### src/rtl/rf_write_arbiter.sv
// Shares the single register-file write port among N_REQ writeback requesters.
// It uses a round-robin grant, registered write strobes, R15 diversion to the PC port and a busy scoreboard.
module rf_write_arbiter #(
    parameter int N_REQ  = 3,
    parameter int DATA_W = 32,
    parameter int ADDR_W = 4
) (
    input  logic                      clk,
    input  logic                      rst,
    input  logic [N_REQ-1:0]          req_valid,
    input  logic [N_REQ*ADDR_W-1:0]   req_addr,
    input  logic [N_REQ*DATA_W-1:0]   req_data,
    output logic [N_REQ-1:0]          req_ready,
    input  logic                      rsv_valid,
    input  logic [ADDR_W-1:0]         rsv_addr,
    output logic [15:0]               busy,
    output logic                      WE3,
    output logic [ADDR_W-1:0]         A3,
    output logic [DATA_W-1:0]         WD3,
    output logic                      pc_we,
    output logic [DATA_W-1:0]         pc_wd
);

    localparam int PTR_W = $clog2(N_REQ);
    localparam logic [ADDR_W-1:0] PC_ADDR = ADDR_W'(15);

    logic [ADDR_W-1:0] addr_arr [N_REQ];
    logic [DATA_W-1:0] data_arr [N_REQ];

    genvar gi;
    generate
        for (gi = 0; gi < N_REQ; gi++) begin : g_unpack
            assign addr_arr[gi] = req_addr[gi*ADDR_W +: ADDR_W];
            assign data_arr[gi] = req_data[gi*DATA_W +: DATA_W];
        end
    endgenerate

    logic [PTR_W-1:0]  ptr_reg;
    logic [PTR_W-1:0]  ptr_next;
    logic [PTR_W-1:0]  grant_idx;
    logic              grant_found;
    logic [PTR_W:0]    scan_idx;
    logic [N_REQ-1:0]  grant;
    logic              xfer;
    logic [ADDR_W-1:0] sel_addr;
    logic [DATA_W-1:0] sel_data;
    logic              sel_is_pc;

    // Rotating priority search starting at ptr; reset masks every grant.
    always_comb begin
        grant       = '0;
        grant_idx   = '0;
        grant_found = 1'b0;
        scan_idx    = '0;
        for (int k = 0; k < N_REQ; k++) begin
            scan_idx = {1'b0, ptr_reg} + (PTR_W+1)'(k);
            if (scan_idx >= (PTR_W+1)'(N_REQ)) begin
                scan_idx = scan_idx - (PTR_W+1)'(N_REQ);
            end
            if (!grant_found && req_valid[scan_idx[PTR_W-1:0]]) begin
                grant_found = 1'b1;
                grant_idx   = scan_idx[PTR_W-1:0];
            end
        end
        if (grant_found && !rst) begin
            grant[grant_idx] = 1'b1;
        end
    end

    assign req_ready = grant;
    assign xfer      = grant_found && !rst;
    assign sel_addr  = addr_arr[grant_idx];
    assign sel_data  = data_arr[grant_idx];
    assign sel_is_pc = (sel_addr == PC_ADDR);

    always_comb begin
        ptr_next = ptr_reg;
        if (xfer) begin
            if (grant_idx == PTR_W'(N_REQ - 1)) begin
                ptr_next = '0;
            end else begin
                ptr_next = grant_idx + PTR_W'(1);
            end
        end
    end

    logic              we3_reg;
    logic [ADDR_W-1:0] a3_reg;
    logic [DATA_W-1:0] wd3_reg;
    logic              pc_we_reg;
    logic [DATA_W-1:0] pc_wd_reg;

    always_ff @(posedge clk) begin
        if (rst) begin
            ptr_reg   <= '0;
            we3_reg   <= 1'b0;
            a3_reg    <= '0;
            wd3_reg   <= '0;
            pc_we_reg <= 1'b0;
            pc_wd_reg <= '0;
        end else begin
            ptr_reg   <= ptr_next;
            we3_reg   <= xfer && !sel_is_pc;
            pc_we_reg <= xfer && sel_is_pc;
            if (xfer && !sel_is_pc) begin
                a3_reg  <= sel_addr;
                wd3_reg <= sel_data;
            end
            if (xfer && sel_is_pc) begin
                pc_wd_reg <= sel_data;
            end
        end
    end

    // Scoreboard: a same-cycle reserve beats the clear, since it marks a newer write.
    logic [15:0] busy_reg;
    logic [15:0] busy_next;

    generate
        for (gi = 0; gi < 16; gi++) begin : g_busy
            logic set_bit;
            logic clr_bit;
            assign set_bit       = rsv_valid && (rsv_addr == ADDR_W'(gi));
            assign clr_bit       = xfer && (sel_addr == ADDR_W'(gi));
            assign busy_next[gi] = set_bit || (busy_reg[gi] && !clr_bit);
        end
    endgenerate

    always_ff @(posedge clk) begin
        if (rst) begin
            busy_reg <= 16'h0000;
        end else begin
            busy_reg <= busy_next;
        end
    end

    assign busy  = busy_reg;
    assign WE3   = we3_reg;
    assign A3    = a3_reg;
    assign WD3   = wd3_reg;
    assign pc_we = pc_we_reg;
    assign pc_wd = pc_wd_reg;

endmodule

### config.mk
export PLATFORM = sky130hd
export DESIGN_NAME = rf_write_arbiter
export DESIGN_NICKNAME = d
export VERILOG_FILES = /design/src/rtl/rf_write_arbiter.sv
export SDC_FILE = /design/constraint.sdc
export NUM_CORES = 1
export LEC_CHECK = 0
export ABC_AREA = 1
export BUFFER_PORTS_ARGS = -buffer_cell sky130_fd_sc_hd__buf_4
export CAP_MARGIN = 10
export CORE_UTILIZATION = 40
export CTS_CLUSTER_DIAMETER = 50
export CTS_CLUSTER_SIZE = 14
export DETAILED_ROUTE_END_ITERATION = 7
export GPL_TIMING_DRIVEN = 0
export PLACE_DENSITY_LB_ADDON = 0.1
export REMOVE_ABC_BUFFERS = 1
export SLEW_MARGIN = 20
export SYNTH_ARGS = -nofsm -noshare
export SYNTH_HDL_FRONTEND = slang
export SYNTH_SLANG_ARGS = --single-unit
export TNS_END_PERCENT = 10
### constraint.sdc
create_clock -name clk -period 3.9 [get_ports clk]
set_input_delay 0 -clock clk [delete_from_list [all_inputs] [get_ports clk]]
set_output_delay 0 -clock clk [all_outputs]
set_load 0.02 [all_outputs]
==> impl_metrics.toml, run 1 <==
[power]
peakVddDrop_uv = 499
powerDensity_nw_per_um2 = 1060
p_leak_nw = 3.35

[run]
timing.max_cap.violations = 0

[cts]
clock_tree.root_cell = "clkbuf_16"
htreeDepth = 3
clk_pin_slew_ns = 0.06
insertion_delay_ns = 0.34
cts_tree = "done"
cts_buffer_depth = 2
cts-buffers-inserted = 9
clock-sinks = 88

[timing]
slew_headroom = 0.435
setup_violations = 0
final_hold_viol_count = 0
slew_violations = 0
setup_ws_ns = 0.352
min_period_over_period = 0.910
clock_skew_ns = 0.00365
layout_min_cycle_time_ns = 3.55
tightest_slew_ns = 0.846
fmax_mhz = 282

[worst_hold_path]
hold_path.class = "in -> reg"

[global_route]
antenna_found_initial = 0
grt_pass1_vias = 5131
grt_overflow = 0
grt_pass1_wl_microns = 24700
grt_max_degree = 73
track_usage = 0.246

[floorplanning]
dieWidth_microns = 112
dieHeight_microns = 112
start_util = 0.416
dieArea_sq_um = 12500
core_area_sq_um = 11600
rows = 39
io_pins = 207

[synthesis]
syn_area_sq_um = 4810
yosysWarnings = 0
yosysSeqAreaShare = 0.366
syn_inst = 761
synth.distinct_cells = 25
ys_ff_latch = 88
avgSynthCellArea_sq_um = 6.32

[routing]
routed_wl_microns = 15900
drc = 17
firstDrtPassIters = 7
vias = 5666
drt_iter0_drc = 278
vias_per_cell = 5.16
antenna_left = 0
wire_per_inst_microns = 14.5

[final_layout]
area_growth_pct = 42.7
final_cells = 1099
nFillCells = 1085
final_cell_mix = "nand2_1 (233), buf_4 (208), nor2_1 (119)"
fin_nets = 1075
final_common_cell = "nand2_1"
layout-drive-gt1-share = 0.264
antennaDiodeCount = 0

[setup_path]
setup.worst_path.start_class = "flop"
cp-end-kind = "flop"
crit_required_ns = 4.12
crit_top_cell = "nand2_1"
critPathKind = "reg -> reg"
arrival_ns = 3.77
critical-path-slowest-cell = "dlygate4sd3_1"
cp_max_fo = 30
max_stage_delay_ns = 0.57
crit_path_cell_trace = "inv_1 -> ha_1 -> inv_2 -> nand3_1 -> nand2_1 -> nand3_2 -> nor2_2 -> inv_1 -> nand3_4 -> nand3_1 -> nand2_1 -> nand2_1 -> nor2_1 -> nand2_1 -> nand2_1 -> a21oi_1 -> dlygate4sd3_1"

[place]
post-place-cells = 1061
port_buffers = 206
hpwl_microns = 10100
place_congestion = 0.859
post-place-ws_ns = -0.190

[run_status]
status = "complete, but fails checks"
violations = "design-rule violations"
-- critical path, delay by kind of cell (launching register included) --
kind / cells / cell delay (ns)
adders and majority gates: 1 / 0.40
and+or+nand+nor: 11 / 1.65
AOI/OAI and AO/OA: 1 / 0.06
DFF: 1 / 0.38
buffers and inverters: 4 / 0.95
-- path summary, 6_finish.rpt --
check,cells past startpoint,slack [ns],end,start
worst max-delay path,17,0.35,busy[7],ptr_reg[0]
worst min register to register,2,0.46,busy[3],busy[3]
worst min-delay path,5,0.008,pc_wd[7],req_data[71]
worst max register to register,17,0.35,busy[7],ptr_reg[0]
-- power by group --
part / internal (mW) / switching (mW) / leakage [nW]
Sequential: 1.16 / 0.134 / 0.720
Clock: 0.523 / 0.343 / 0.143
Combinational: 1.66 / 3.48 / 2.49
-- routing by layer --
layer  GRT usage  up-vias  share of wire
li1            -     2846              -
met1       0.299     2609           0.43
met2       0.424      197           0.49
met3      0.0582       14          0.072
met4      0.0856        0          0.012
met5           0        -              0
-- through the flow --
stage                     TNS [ns]  instance area, sq um  hold WS [ns]  power, mW   util
after floorplan             -21.87                  4490        0.0691       4.66      -
after global placement     -117.61                  6220         0.320       6.01  0.538
after detailed placement     -3.25                  6310         0.333       6.17  0.545
after CTS                        0                  6800      0.000101       7.20  0.588
after global routing      -0.00515                  6860        0.0346       7.97  0.594
final                            0                  6860       0.00777       7.30  0.594
-- timing repair --
| item | CTS | global route |
|---|---|---|
| pin swaps | 2 | 3 |
| gates resized for setup | 1 | 3 |
| gates cloned | 2 | 2 |
| setup buffers | 0 | 3 |
| endpoints found under the hold margin | 27 | 0 |
| hold buffers | 17 | 0 |
| endpoints found under the setup margin | 40 | 70 |
-- layout make-up --
type                            instances  area [sq um]  area share
Clock buffer                           11           253      0.0368
Tap cell                              143           179      0.0261
Clock inverter                          3          42.5     0.00620
Timing Repair Buffer                  229          1820       0.265
Multi-Input combinational cell        597          2700       0.393
Inverter                               28           109      0.0159
Sequential cell                        88          1760       0.257
-- cells by family after synthesis --
family | Yosys count | synth area share
AND/OR/NAND/NOR | 484 | 0.425
AO/OA/AOI/OAI | 105 | 0.110
flip-flops | 88 | 0.366
buffers and inverters | 80 | 0.0882
adder cells (fa/ha/maj) | 4 | 0.0104
-- Yosys cell counts --
master,count,share of area
nand2_1,233,0.18
a21oi_1,101,0.11
nand2_2,3,0.0039
ha_1,4,0.010
buf_1,6,0.0047
clkinv_1,1,0.00078
nor2_4,1,0.0023
nor2_1,120,0.094
o21ai_1,1,0.0010
nor2_2,4,0.0052
dfxtp_1,88,0.37
nand3b_1,4,0.0062
a221oi_1,1,0.0018
buf_2,9,0.0094
inv_1,22,0.017
buf_4,10,0.016
nand3_4,1,0.0036
clkbuf_1,17,0.013
nand3_2,3,0.0062
buf_6,10,0.023
inv_2,5,0.0039
o21ai_0,2,0.0021
nor3_1,2,0.0021
nand2_4,2,0.0047
nand3_1,111,0.12
(Power assumes the default switching activity.)
==> run 2, diff against run 1 <==
Clock period 3.9 ns to 4.59 ns, I/O delays scaled along.
==> impl_metrics.toml, run 2 (synthesized netlist as in run 1, its figures left out) <==
[routing]
routed_wl_microns = 14800
antenna_left = 0
vias_per_cell = 5.08
wire_per_inst_microns = 13.5
vias = 5542
firstDrtPassIters = 7
drt_iter0_drc = 283
drc = 17

[power]
swShare = 0.534
p_seq_frac = 0.184
p_int_mw = 2.79
combPwrFrac = 0.694
p_sw_mw = 3.20
powerDensity_nw_per_um2 = 884
p_leak_nw = 3.31
clkPwrFrac = 0.123
total_power_mw = 5.99
peakVddDrop_uv = 548

[setup_path]
crit_required_ns = 4.82
cp-end-kind = "flop"
setup.worst_path.start_class = "flop"
cp_max_fo = 50
critPathKind = "reg -> reg"
arrival_ns = 4.18

[timing]
tightest_slew_ns = 0.769
min_period_over_period = 0.860
clock_skew_ns = 0.00341
final_hold_viol_count = 0
fmax_mhz = 253
rsz0062_at_grt = "no"
slew_violations = 0
setup_violations = 0
setup_ws_ns = 0.640
layout_min_cycle_time_ns = 3.95
slew_headroom = 0.486
setup_tns_ns = 0

[global_route]
antenna_found_initial = 0
grt_max_degree = 73
grt_pass1_wl_microns = 24000
track_usage = 0.238
grt_overflow = 0
grt_pass1_vias = 5126

[cts]
clk_pin_slew_ns = 0.06
htreeDepth = 3
clock-sinks = 88
insertion_delay_ns = 0.34
postCtsSetupBuffers = 0
cts_buffer_depth = 2
cts_tree = "done"
clock_tree.root_cell = "clkbuf_16"
cts-buffers-inserted = 9

[floorplanning]
start_util = 0.416
dieHeight_microns = 112
dieWidth_microns = 112
core_area_sq_um = 11600
dieArea_sq_um = 12500
io_pins = 207
rows = 39

[place]
place_area_sq_um = 6310
hpwl_microns = 10100
post-place-ws_ns = 0.500
place_congestion = 0.859
port_buffers = 206

[final_layout]
layout-drive-gt1-share = 0.257
finish.instance_area_sq_um = 6780
antennaDiodeCount = 0
fin_nets = 1068
final_cell_mix = "nand2_1 (233), buf_4 (206), nor2_1 (120)"
area_growth_pct = 40.9
final_common_cell = "nand2_1"

[run_status]
status = "complete, but fails checks"
violations = "design-rule violations"

[worst_hold_path]
hold_path.class = "in -> reg"

[run]
timing.max_cap.violations = 0
-- run 2: cell count changes in the layout (fill, tap and decap cells not counted), sizes merged --
cell,change
nand2,-1
buf,-3
nand3,-1
nor2,-2
-- run 2: path summary, 6_finish.rpt --
check               startpoint       end  slack (ns)  cells after the start
setup / recovery    ptr_reg[0]  pc_wd[2]        0.64                     16
hold / removal    req_data[71]  pc_wd[7]       0.009                      5
setup reg to reg    ptr_reg[0]  pc_wd[2]        0.64                     16
hold reg to reg        busy[3]   busy[3]        0.46                      2
-- run 2: worst max-delay path, cell delays in order (launching register included) --
cell and delay, ns:
dfxtp_1 0.38, inv_1 0.08, ha_1 0.42, inv_2 0.10
nand3_1 0.11, nand2_1 0.12, nand3_2 0.11, nand3_2 0.49
nand2_8 0.53, nand3_1 0.13, nand2_1 0.13, nand3_1 0.13
nor2_4 0.62, buf_12 0.27, nand2_1 0.07, nand2_1 0.06
nor2_1 0.05
-- run 2: layer usage --
layer	GRT usage	part of all wire	vias up
met1	0.285	0.43	2529
met2	0.414	0.48	174
met5	0	0	-
li1	-	-	2823
met4	0.0838	0.014	0
met3	0.0582	0.076	16
-- run 2: area by class of cell --
| type | instances | area [sq um] |
|---|---|---|
| well taps | 143 | 179 |
| clock buffers | 11 | 253 |
| multi-input cells | 593 | 2650 |
| repair buffers | 226 | 1780 |
| flip-flops and latches | 88 | 1760 |
| fillers | 1090 | 4780 |
| clock inverters | 3 | 42.5 |
| inverters | 28 | 109 |
-- run 2: what timing repair did --
| item | 4_1_cts | 5_1_grt |
|---|---|---|
| endpoints found under the hold margin | 27 | 0 |
| endpoints found under the setup margin | 0 | 10 |
| hold buffers | 17 | 0 |
| resized for setup | 0 | 1 |
-- run 2: through the flow --
| step | instances | hold WS, ns | util |
|---|---|---|---|
| 2_1_floorplan | 709 | 0.0691 | - |
| 3_3_place_gp | 1058 | 0.320 | 0.538 |
| 3_5_place_dp | 1061 | 0.333 | 0.545 |
| 4_1_cts | 1092 | 0.000101 | 0.586 |
| 5_1_grt | 1092 | 0.0346 | 0.586 |
| 6_report | 1092 | 0.00924 | 0.586 |
-- run 2: power groups by stage --
| stage | clock (mW) | sequential (mW) | combinational [mW] |
|---|---|---|---|
| 2_1_floorplan | 0 | 1.35 | 2.61 |
| 3_3_place_gp | 0 | 1.11 | 4.00 |
| 3_5_place_dp | 0 | 1.12 | 4.13 |
| 4_1_cts | 0.755 | 1.10 | 4.15 |
| 5_1_grt | 0.787 | 1.13 | 4.66 |
| 6_report | 0.735 | 1.10 | 4.16 |
==> run 3, diff against run 2 <==
Clock period 4.59 ns to 3.5 ns, I/O delays scaled along.
==> impl_metrics.toml, run 3 (synthesized netlist as in run 1, its figures left out) <==
[routing]
firstDrtPassIters = 8
antenna_left = 0
drc = 17
routed_wl_microns = 16700
vias = 5678
wire_per_inst_microns = 15.1
vias_per_cell = 5.13
drt_iter0_drc = 321

[setup_path]
arrival_ns = 3.48
rr_endpoint = "WD3[12]"
cp-end-kind = "flop"
cp_max_fo = 36
setup.worst_path.start_class = "flop"
crit_required_ns = 3.73
critPathKind = "reg -> reg"
r2r_slack_ns = 0.25
ff2ff_path_depth = 17
r2r-start = "ptr_reg[0]"

[cts]
cts-buffers-inserted = 9
clock-sinks = 88
clk_pin_slew_ns = 0.06
clock_tree.root_cell = "clkbuf_16"
cts_buffer_depth = 2
insertion_delay_ns = 0.34
htreeDepth = 3
cts_tree = "done"

[timing]
tightest_slew_ns = 0.774
setup_violations = 0
layout_min_cycle_time_ns = 3.25
clock_skew_ns = 0.00298
slew_headroom = 0.483
fmax_mhz = 308
slew_violations = 0
final_hold_viol_count = 0
min_period_over_period = 0.928
whs_ns = 0.00553
rsz0062_at_grt = "yes"

[worst_hold_path]
hold_path.startpoint = "req_data[71]"
min_delay_path_depth = 5
min_to = "pc_wd[7]"
hold_path.class = "in -> reg"

[global_route]
grt_max_degree = 73
grt_pass1_wl_microns = 25700
antenna_found_initial = 0
grt_pass1_vias = 5213
grt_overflow = 0
track_usage = 0.258

[power]
total_power_mw = 8.48
p_leak_nw = 3.38
p_sw_mw = 4.67
powerDensity_nw_per_um2 = 1220
peakVddDrop_uv = 660
p_int_mw = 3.81
swShare = 0.551
combPwrFrac = 0.715
p_seq_frac = 0.170
clkPwrFrac = 0.114

[floorplanning]
dieWidth_microns = 112
core_area_sq_um = 11600
io_pins = 207
start_util = 0.416
rows = 39
dieHeight_microns = 112
dieArea_sq_um = 12500

[final_layout]
layout-drive-gt1-share = 0.272
finish.instance_area_sq_um = 6950
fin_util = 0.601
final_common_cell = "nand2_1"
final_cell_mix = "nand2_1 (232), buf_4 (213), nor2_1 (119)"
fin_nets = 1082
antennaDiodeCount = 0
area_growth_pct = 44.5
final_cells = 1106

[place]
post-place-cells = 1061
hpwl_microns = 10100
place_congestion = 0.859
place_area_sq_um = 6310
port_buffers = 206

[run_status]
violations = "design-rule violations"
status = "complete, but fails checks"

[run]
timing.max_cap.violations = 0
run 3: cell count changes in the layout (fill, tap and decap cells not counted), moves of 2 or more:
cell / delta
nor2_4: +4
nand3_2: +2
buf_4: +7
nand2_8: +2
run 3: critical path, cell delays in order, from the launching register on:
cell	delay (ns)
dfxtp_1	0.39
inv_1	0.08
ha_1	0.40
inv_2	0.15
nand2_1	0.07
nand3_1	0.10
nand2_2	0.08
nor2_1	0.16
nand2_1	0.22
nand2_1	0.24
nor2_4	0.09
buf_4	0.16
nand3_1	0.08
nand2_1	0.11
nor2_4	0.29
nand2_8	0.22
a21oi_1	0.21
nor2_1	0.07
run 3: worst max-delay path by stage:
stage                           from        end  slack [ns]  depth (start not counted)
after floorplan           ptr_reg[0]   pc_wd[0]       -1.07                         14
after global placement           rst  pc_wd[29]       -3.00                          9
after detailed placement  ptr_reg[0]   pc_wd[8]       -0.59                         17
after CTS                 ptr_reg[0]  pc_wd[11]       0.008                         17
after global routing      ptr_reg[0]     WD3[2]      0.0007                         15
final                     ptr_reg[0]    WD3[12]        0.25                         17
run 3: what timing repair did:
item / in CTS / in global routing
gates cloned: 5 / 3
gates resized for setup: 4 / 9
buffers inserted: 2 / 5
hold endpoints to repair: 27 / 0
setup endpoints to repair: 69 / 69
hold buffers: 16 / 0
pin swaps: 4 / 6
run 3: layout make-up:
type | instances | area, sq um
tap | 143 | 179
timing repair buffer | 232 | 1830
multi-input combinational | 600 | 2770
clock buffer | 11 | 253
sequential | 88 | 1760
inverter | 28 | 111
timing repair inverter | 1 | 5.00
clock inverter | 3 | 42.5
fill | 1085 | 4610
run 3: power groups by stage:
| stage | clock network, mW | logic (mW) | registers (mW) |
|---|---|---|---|
| floorplan | 0 | 3.42 | 1.77 |
| global placement | 0 | 5.24 | 1.45 |
| detailed placement | 0 | 5.42 | 1.46 |
| CTS | 0.990 | 5.77 | 1.45 |
| global route | 1.03 | 6.71 | 1.48 |
| finish | 0.971 | 6.07 | 1.45 |
run 3: metal layers:
layer  global-route usage  vias up  part of all wire
met5                    0        -                 0
met4               0.0874        0             0.013
met3               0.0593       17             0.075
met2                0.446      188              0.48
met1                0.315     2611              0.43
li1                     -     2862                 -
run 3: per-stage QoR:
stage          setup slack, ns  setup TNS (ns)
3_5_place_dp            -0.590          -30.13
6_report                 0.251               0
5_1_grt               0.000660               0
4_1_cts                0.00796               0
2_1_floorplan            -1.07          -35.07
3_3_place_gp             -3.00         -150.01
